===== config.mk =====
export PLATFORM = sky130hd
export DESIGN_NAME = ark_engine_flat
export DESIGN_NICKNAME = d
export VERILOG_FILES = /design/src/rtl/ark_pkg.sv /design/src/rtl/ark_if.sv /design/src/rtl/ark_key_store.sv /design/src/rtl/ark_engine.sv /design/src/flat_wrapper.sv
export SDC_FILE = /design/constraint.sdc
export NUM_CORES = 2
export LEC_CHECK = 0
export CORE_MARGIN = 5
export CORE_UTILIZATION = 30
export DETAILED_ROUTE_END_ITERATION = 10
export GPL_TIMING_DRIVEN = 0
export PLACE_DENSITY = 0.51
export SLEW_MARGIN = 20
export SYNTH_ARGS = -nofsm -noshare
export SYNTH_HDL_FRONTEND = slang
export SYNTH_SLANG_ARGS = --single-unit

===== constraint.sdc =====
create_clock -name clk -period 10.5 [get_ports clk]
set_clock_uncertainty 0.2 [all_clocks]
set_input_delay 2.625 -clock clk [delete_from_list [all_inputs] [get_ports clk]]
set_output_delay 2.625 -clock clk [all_outputs]
set_load 0.02 [all_outputs]

===== src/rtl/ark_pkg.sv =====
// Shared types, default sizes and elaboration helpers for the AddRoundKey engine.
package ark_pkg;

  localparam int AES_BLOCK_W  = 128;
  localparam int AES_MAX_KEYS = 15;

  typedef enum logic [1:0] {
    IDLE = 2'd0,
    BUSY = 2'd1,
    DONE = 2'd2
  } ark_state_t;

  function automatic int beats(input int block_w, input int lane_w);
    return (lane_w > 0) ? (block_w / lane_w) : 0;
  endfunction

  // Lanes must be whole bytes, a supported width, and tile the block exactly.
  function automatic bit lane_w_legal(input int block_w, input int lane_w);
    bit width_ok;
    width_ok = (lane_w == 8) || (lane_w == 16) || (lane_w == 32) ||
               (lane_w == 64) || (lane_w == 128);
    return width_ok && (lane_w <= block_w) && ((block_w % lane_w) == 0);
  endfunction

endpackage


===== src/rtl/ark_if.sv =====
// Input and output valid/ready channels of the AddRoundKey engine.
interface ark_if
  import ark_pkg::*;
#(
  parameter int BLOCK_W = AES_BLOCK_W,
  parameter int IDX_W   = $clog2(AES_MAX_KEYS)
);
  logic               in_valid;
  logic               in_ready;
  logic [BLOCK_W-1:0] in_state;
  logic [IDX_W-1:0]   in_key_idx;
  logic               out_valid;
  logic               out_ready;
  logic [BLOCK_W-1:0] out_state;
  logic [IDX_W-1:0]   out_key_idx;
  logic               out_err;

  modport master (
    output in_valid, in_state, in_key_idx, out_ready,
    input  in_ready, out_valid, out_state, out_key_idx, out_err
  );

  modport slave (
    input  in_valid, in_state, in_key_idx, out_ready,
    output in_ready, out_valid, out_state, out_key_idx, out_err
  );
endinterface


===== src/rtl/ark_key_store.sv =====
// Round-key register file: one synchronous write port, one combinational read port.
module ark_key_store
  import ark_pkg::*;
#(
  parameter int BLOCK_W  = AES_BLOCK_W,
  parameter int NUM_KEYS = AES_MAX_KEYS,
  parameter int IDX_W    = $clog2(NUM_KEYS)
) (
  input  logic               clk,
  input  logic               rst,
  input  logic               we_i,
  input  logic [IDX_W-1:0]   waddr_i,
  input  logic [BLOCK_W-1:0] wdata_i,
  input  logic [IDX_W-1:0]   raddr_i,
  output logic [BLOCK_W-1:0] rdata_o
);
  localparam logic [IDX_W:0] NUM_KEYS_L = (IDX_W + 1)'(NUM_KEYS);

  logic [BLOCK_W-1:0] mem_q [NUM_KEYS];
  logic               waddr_ok;
  logic               raddr_ok;

  assign waddr_ok = ({1'b0, waddr_i} < NUM_KEYS_L);
  assign raddr_ok = ({1'b0, raddr_i} < NUM_KEYS_L);

  always_ff @(posedge clk) begin
    if (rst) begin
      for (int i = 0; i < NUM_KEYS; i++) begin
        mem_q[i] <= '0;
      end
    end else if (we_i && waddr_ok) begin
      mem_q[waddr_i] <= wdata_i;
    end
  end

  // Unpopulated slots read as the all-zero key so the state passes through.
  assign rdata_o = raddr_ok ? mem_q[raddr_i] : '0;

endmodule


===== src/rtl/ark_engine.sv =====
// Sequential AddRoundKey: XORs a latched state with a latched round key LANE_W bits per cycle.
module ark_engine
  import ark_pkg::*;
#(
  parameter int BLOCK_W  = AES_BLOCK_W,
  parameter int LANE_W   = 32,
  parameter int NUM_KEYS = AES_MAX_KEYS,
  parameter int IDX_W    = $clog2(NUM_KEYS)
) (
  input  logic               clk,
  input  logic               rst,
  input  logic               key_we,
  input  logic [IDX_W-1:0]   key_waddr,
  input  logic [BLOCK_W-1:0] key_wdata,
  ark_if.slave               bus
);
  localparam int BEATS  = beats(BLOCK_W, LANE_W);
  localparam int BEAT_W = (BEATS > 1) ? $clog2(BEATS) : 1;
  localparam logic [BEAT_W-1:0] LAST_BEAT  = BEAT_W'(BEATS - 1);
  localparam logic [IDX_W:0]    NUM_KEYS_L = (IDX_W + 1)'(NUM_KEYS);

  if (!lane_w_legal(BLOCK_W, LANE_W)) begin : g_bad_lane
    $error("ark_engine: LANE_W must be 8/16/32/64/128 and divide BLOCK_W");
  end

  ark_state_t         state_q;
  logic [BEAT_W-1:0]  beat_cnt_q;
  logic [BLOCK_W-1:0] key_q;
  logic [BLOCK_W-1:0] out_state_q;
  logic [BLOCK_W-1:0] out_state_d;
  logic [IDX_W-1:0]   out_key_idx_q;
  logic               out_valid_q;
  logic               out_err_q;
  logic [BLOCK_W-1:0] key_rd;
  logic               idx_oob;

  ark_key_store #(
    .BLOCK_W  (BLOCK_W),
    .NUM_KEYS (NUM_KEYS),
    .IDX_W    (IDX_W)
  ) u_key_store (
    .clk     (clk),
    .rst     (rst),
    .we_i    (key_we),
    .waddr_i (key_waddr),
    .wdata_i (key_wdata),
    .raddr_i (bus.in_key_idx),
    .rdata_o (key_rd)
  );

  assign idx_oob = ({1'b0, bus.in_key_idx} >= NUM_KEYS_L);

  // Only the lane selected by beat_cnt is keyed; the rest keep their current value.
  for (genvar gi = 0; gi < BEATS; gi++) begin : g_lane
    localparam logic [BEAT_W-1:0] LANE_ID = BEAT_W'(gi);
    assign out_state_d[gi*LANE_W +: LANE_W] = (beat_cnt_q == LANE_ID)
        ? (out_state_q[gi*LANE_W +: LANE_W] ^ key_q[gi*LANE_W +: LANE_W])
        :  out_state_q[gi*LANE_W +: LANE_W];
  end

  always_ff @(posedge clk) begin
    if (rst) begin
      state_q       <= IDLE;
      beat_cnt_q    <= '0;
      key_q         <= '0;
      out_state_q   <= '0;
      out_key_idx_q <= '0;
      out_valid_q   <= 1'b0;
      out_err_q     <= 1'b0;
    end else begin
      case (state_q)
        IDLE: begin
          if (bus.in_valid) begin
            out_state_q   <= bus.in_state;
            key_q         <= key_rd;
            out_key_idx_q <= bus.in_key_idx;
            out_err_q     <= idx_oob;
            beat_cnt_q    <= '0;
            state_q       <= BUSY;
          end
        end
        BUSY: begin
          out_state_q <= out_state_d;
          if (beat_cnt_q == LAST_BEAT) begin
            out_valid_q <= 1'b1;
            state_q     <= DONE;
          end else begin
            beat_cnt_q <= beat_cnt_q + 1'b1;
          end
        end
        DONE: begin
          if (bus.out_ready) begin
            out_valid_q <= 1'b0;
            state_q     <= IDLE;
          end
        end
        default: state_q <= IDLE;
      endcase
    end
  end

  // Ready follows the state register only, never the downstream out_ready.
  assign bus.in_ready    = (state_q == IDLE) && !rst;
  assign bus.out_valid   = out_valid_q;
  assign bus.out_state   = out_state_q;
  assign bus.out_key_idx = out_key_idx_q;
  assign bus.out_err     = out_err_q;

endmodule


===== src/flat_wrapper.sv =====
// flat-port wrapper written by rule: the top's interface ports become plain ports
module ark_engine_flat import ark_pkg::*;
#(
  parameter int BLOCK_W  = AES_BLOCK_W,
  parameter int LANE_W   = 32,
  parameter int NUM_KEYS = AES_MAX_KEYS,
  parameter int IDX_W    = $clog2(NUM_KEYS)
)
  (clk, rst, key_we, key_waddr, key_wdata, bus_in_valid, bus_in_state, bus_in_key_idx, bus_out_ready, bus_in_ready, bus_out_valid, bus_out_state, bus_out_key_idx, bus_out_err);
  ark_if #(.BLOCK_W(BLOCK_W), .IDX_W(IDX_W)) bus_i ();
  input  logic clk;
  input  logic rst;
  input  logic key_we;
  input  logic [IDX_W-1:0] key_waddr;
  input  logic [BLOCK_W-1:0] key_wdata;
  input wire logic [$bits(bus_i.in_valid)-1:0] bus_in_valid;
  input wire logic [$bits(bus_i.in_state)-1:0] bus_in_state;
  input wire logic [$bits(bus_i.in_key_idx)-1:0] bus_in_key_idx;
  input wire logic [$bits(bus_i.out_ready)-1:0] bus_out_ready;
  output wire logic [$bits(bus_i.in_ready)-1:0] bus_in_ready;
  output wire logic [$bits(bus_i.out_valid)-1:0] bus_out_valid;
  output wire logic [$bits(bus_i.out_state)-1:0] bus_out_state;
  output wire logic [$bits(bus_i.out_key_idx)-1:0] bus_out_key_idx;
  output wire logic [$bits(bus_i.out_err)-1:0] bus_out_err;
  assign bus_i.in_valid = bus_in_valid;
  assign bus_i.in_state = bus_in_state;
  assign bus_i.in_key_idx = bus_in_key_idx;
  assign bus_i.out_ready = bus_out_ready;
  assign bus_in_ready = bus_i.in_ready;
  assign bus_out_valid = bus_i.out_valid;
  assign bus_out_state = bus_i.out_state;
  assign bus_out_key_idx = bus_i.out_key_idx;
  assign bus_out_err = bus_i.out_err;
  ark_engine #(.BLOCK_W(BLOCK_W), .LANE_W(LANE_W), .NUM_KEYS(NUM_KEYS), .IDX_W(IDX_W)) u_core (.clk(clk), .rst(rst), .key_we(key_we), .key_waddr(key_waddr), .key_wdata(key_wdata), .bus(bus_i));
endmodule

==> summary.md <==
| Metric | Value |
|---|---|
| Outcome | finished clean |
| Tot GR Track Use | 0.192 |
| Die H | a little under 600 microns |
| Max Clk Rate | ~130 MHz |
| Clock slew at reported path FFs | 0.06 ns |
| Multi-input logic area | 33,400 sq um |
| Core area | ~340,000 sq um |
| Count of final setup violators | 0 |
| Share of cells above drive strength 1 | 0.162 |
| Crit start category | input port |
| PwrDens | 180 nW/um^2 |
| Tmin final | slightly below 8 ns |
| Worst path slowest cell | clkdlybuf4s50_1 |
| Data arrival time of the critical path | roughly 5 ns |
| First-pass GRT wire length | 485,000 microns |
| Longest Clk Path Bufs | 4 |
| Worst-Skew Late Latency | just over 0.9 ns |
| Post-CTS Setup Repair Bufs | 0 |
| Fin. max-slew vios | 0 |
| Number of cells on the critical path | 6 |
| Maximum fanout along the worst path | 10 |
| VDD IR max | 0.122 mV |
| Worst path bufs/invs | 5 |
| Vias | around 62,000 |
| Fin cells | about 12,000 |
| HPWL Detailed | about 240,000 microns |
| GPL Wtd Cong | roughly 0.79 |
| Slew margin rel. | 0.145 |
| Worst Setup End Kind | output port |
| Placed Area | approximately 110,000 sq um |
| Hold Path Class | flop to flop |
| Number of buffers created by CTS | between 200 and 300 |
| Worst hold slack | 0.272 ns |
| Pre-Repair DR Iteration Count | 6 |
| Nets | 7,896 |
| Crit share post-route | 0.750 |
| Dpl cells | roughly 12,000 |
| Synthesized area | slightly above 100,000 sq um |
| Die span in x | approximately 590 microns |
| Final instance area | roughly 120,000 sq um |
| DRC viols | 0 |
| RSZ-0062 raised after global routing | no |
| Row cnt | around 210 |
| Slowest stage delay, CP | ~0.65 ns |
| Hold Path Depth | 2 |
| CTS resizes | 0 |
| Synth area leaders | edfxtp_1 60%, and2_1 12%, mux4_2 11% |
| Post-synthesis cell count | 6,743 |
| Top-Level Pins | ~400 |
| Synth Flop Type | edfxtp_1 |
| Clock Sinks | 2,314 |
| Starting Density | 0.301 |
| Drt initial violations | about 6,100 |
| Top-area cell type share of the netlist area | 0.601 |
| Storage element area | around 67,000 sq um |
| Drt total wl | between 300,000 and 400,000 microns |
| Leading area contributor after synthesis | edfxtp_1 |
| Worst path required time | about 7.7 ns |
| Post-synth EDFFs | between 2,000 and 2,500 |
| CP Cell Sequence | clkdlybuf4s50_1 > clkbuf_2 > buf_12 > clkbuf_2 > nor3_1 > clkdlybuf4s50_1 |
| Final ANT Viol Nets | 0 |
| Final Hold Viols | 0 |
| Final core utilization | 0.363 |
| Worst reg2reg path depth | 7 |
| Area grow syn2layout | 20.4% |
| Root buffer cell | clkbuf_16 |
| Fill cells | around 32,000 |
| CTS Hold Bufs | 0 |
| CTS tree | yes |
| Synth cell count leaders | 2,048 x edfxtp_1, 1,921 x and2_1, 512 x mux4_2, 503 x clkbuf_1, 266 x dfxtp_1 |
| Largest net degree at the start of global routing | 38 |
| Number of global-route vias before repair | around 63,000 |
| DR WL/cell | 28.1 microns |
| Synthesized flop and latch total | around 2,300 |
| Cell with the most instances after synthesis | edfxtp_1 |
| Die area | between 300,000 and 400,000 sq um |
| H-tree levels | 5 |
| GR Overflow Total | 0 |
| Worst-margin pin slew | ~1.3 ns |
| Max-Cap Viols | 0 |
| Ys Warns | 0 |
| Total leakage power | 0.0421 uW |
| Synth unique cells | 37 |
| CP delay by family, top | buffers and inverters |
| Via-per-instance ratio | 4.96 |
| Initial antenna violation count | 60 |
| PortBufs | 400 |
| Crit Path Category | input port to output port |
| Mean Syn Cell Area | about 15 sq um |
| Async S/R FF share, synth | 0 |
| Sequential area share after synthesis | 0.653 |
-- registers in the layout (all words and copies together) (netlist names) --
register                  cells
u_core.beat_cnt_q             2
u_core.bus.out_err            1
u_core.bus.out_key_idx        4
u_core.bus.out_state        128
u_core.bus.out_valid          1
u_core.key_q                128
u_core.state_q                2
u_core.u_key_store.mem_q   2048
-- cell usage in the layout (no fill, tap or decap), types with 36 or more instances in the layout --
| cell | n |
|---|---|
| a21oi_1 | 264 |
| a22oi_1 | 129 |
| and2_1 | 1921 |
| buf_12 | 37 |
| buf_16 | 39 |
| buf_2 | 87 |
| clkbuf_1 | 547 |
| clkbuf_16 | 286 |
| clkdlybuf4s50_1 | 400 |
| clkinv_1 | 36 |
| clkinv_2 | 45 |
| conb_1 | 128 |
| dfxtp_1 | 266 |
| edfxtp_1 | 2048 |
| mux2_2 | 128 |
| mux2i_1 | 128 |
| mux4_2 | 512 |
| nor2_1 | 148 |
| nor4bb_1 | 128 |
| o21ai_0 | 98 |
| o21ai_1 | 157 |
| or2_0 | 36 |
| or2_1 | 92 |
-- stage by stage --
stage | setup WS, ns | total power (uW) | setup TNS, ns
3_5_place_dp | 2.58 | 13000 | 0
4_1_cts | 2.57 | 22400 | 0
5_1_grt | 2.51 | 23000 | 0
3_3_place_gp | -2.69 | 13000 | -3353.21
6_report | 2.62 | 22200 | 0
2_1_floorplan | 3.53 | 12000 | 0
-- path summary, 6_finish.rpt --
path | from | endpoint | slack (ns)
max | rst | bus_in_ready | 2.62
min | u_core.bus.out_key_idx[0] | u_core.bus.out_key_idx[0] | 0.27
max reg2reg | u_core.state_q[0] | u_core.bus.out_state[69] | 6.49
min reg2reg | u_core.bus.out_key_idx[0] | u_core.bus.out_key_idx[0] | 0.27
-- final cells by class --
type	instances	share of cell area
diodes	32	0.000650
plain buffers	625	0.0219
clock buffers	382	0.0628
clock inverters	115	0.00830
inverters	3	0.0000913
multi-input cells	3928	0.271
flip-flops and latches	2314	0.542
well taps	4536	0.0460
repair buffers	476	0.0472
-- cell families after synthesis --
| logic type | share of synthesized area |
|---|---|
| AO/OA/AOI/OAI | 0.0355 |
| multiplexers | 0.139 |
| AND/OR/NAND/NOR | 0.146 |
| buffers and inverters | 0.0259 |
| adder cells (fa/ha/maj) | 0.000489 |
| other | 0.0000366 |
| flip-flops | 0.653 |
-- worst min-delay path: cells and delay by family, from the launching register on --
family | cells | cell delay, ns
flops | 1 | 0.32
simple gates | 1 | 0.06
compound gates | 1 | 0.05
-- layer usage --
layer / vias up / global-route usage / share of wire
met5: - / 0.000267 / 0.00048
met4: 26 / 0.0559 / 0.031
met3: 444 / 0.0445 / 0.080
met2: 2325 / 0.310 / 0.47
met1: 32100 / 0.260 / 0.42
li1: 26700 / - / -
-- power by group --
group / total, uW / internal, uW / leakage, uW / switching, uW
Combinational: 2000 / 835 / 0.0161 / 1170
Clock: 9430 / 5530 / 0.00431 / 3900
Sequential: 10800 / 10600 / 0.0217 / 241
Power figures use the tool's default switching activity.
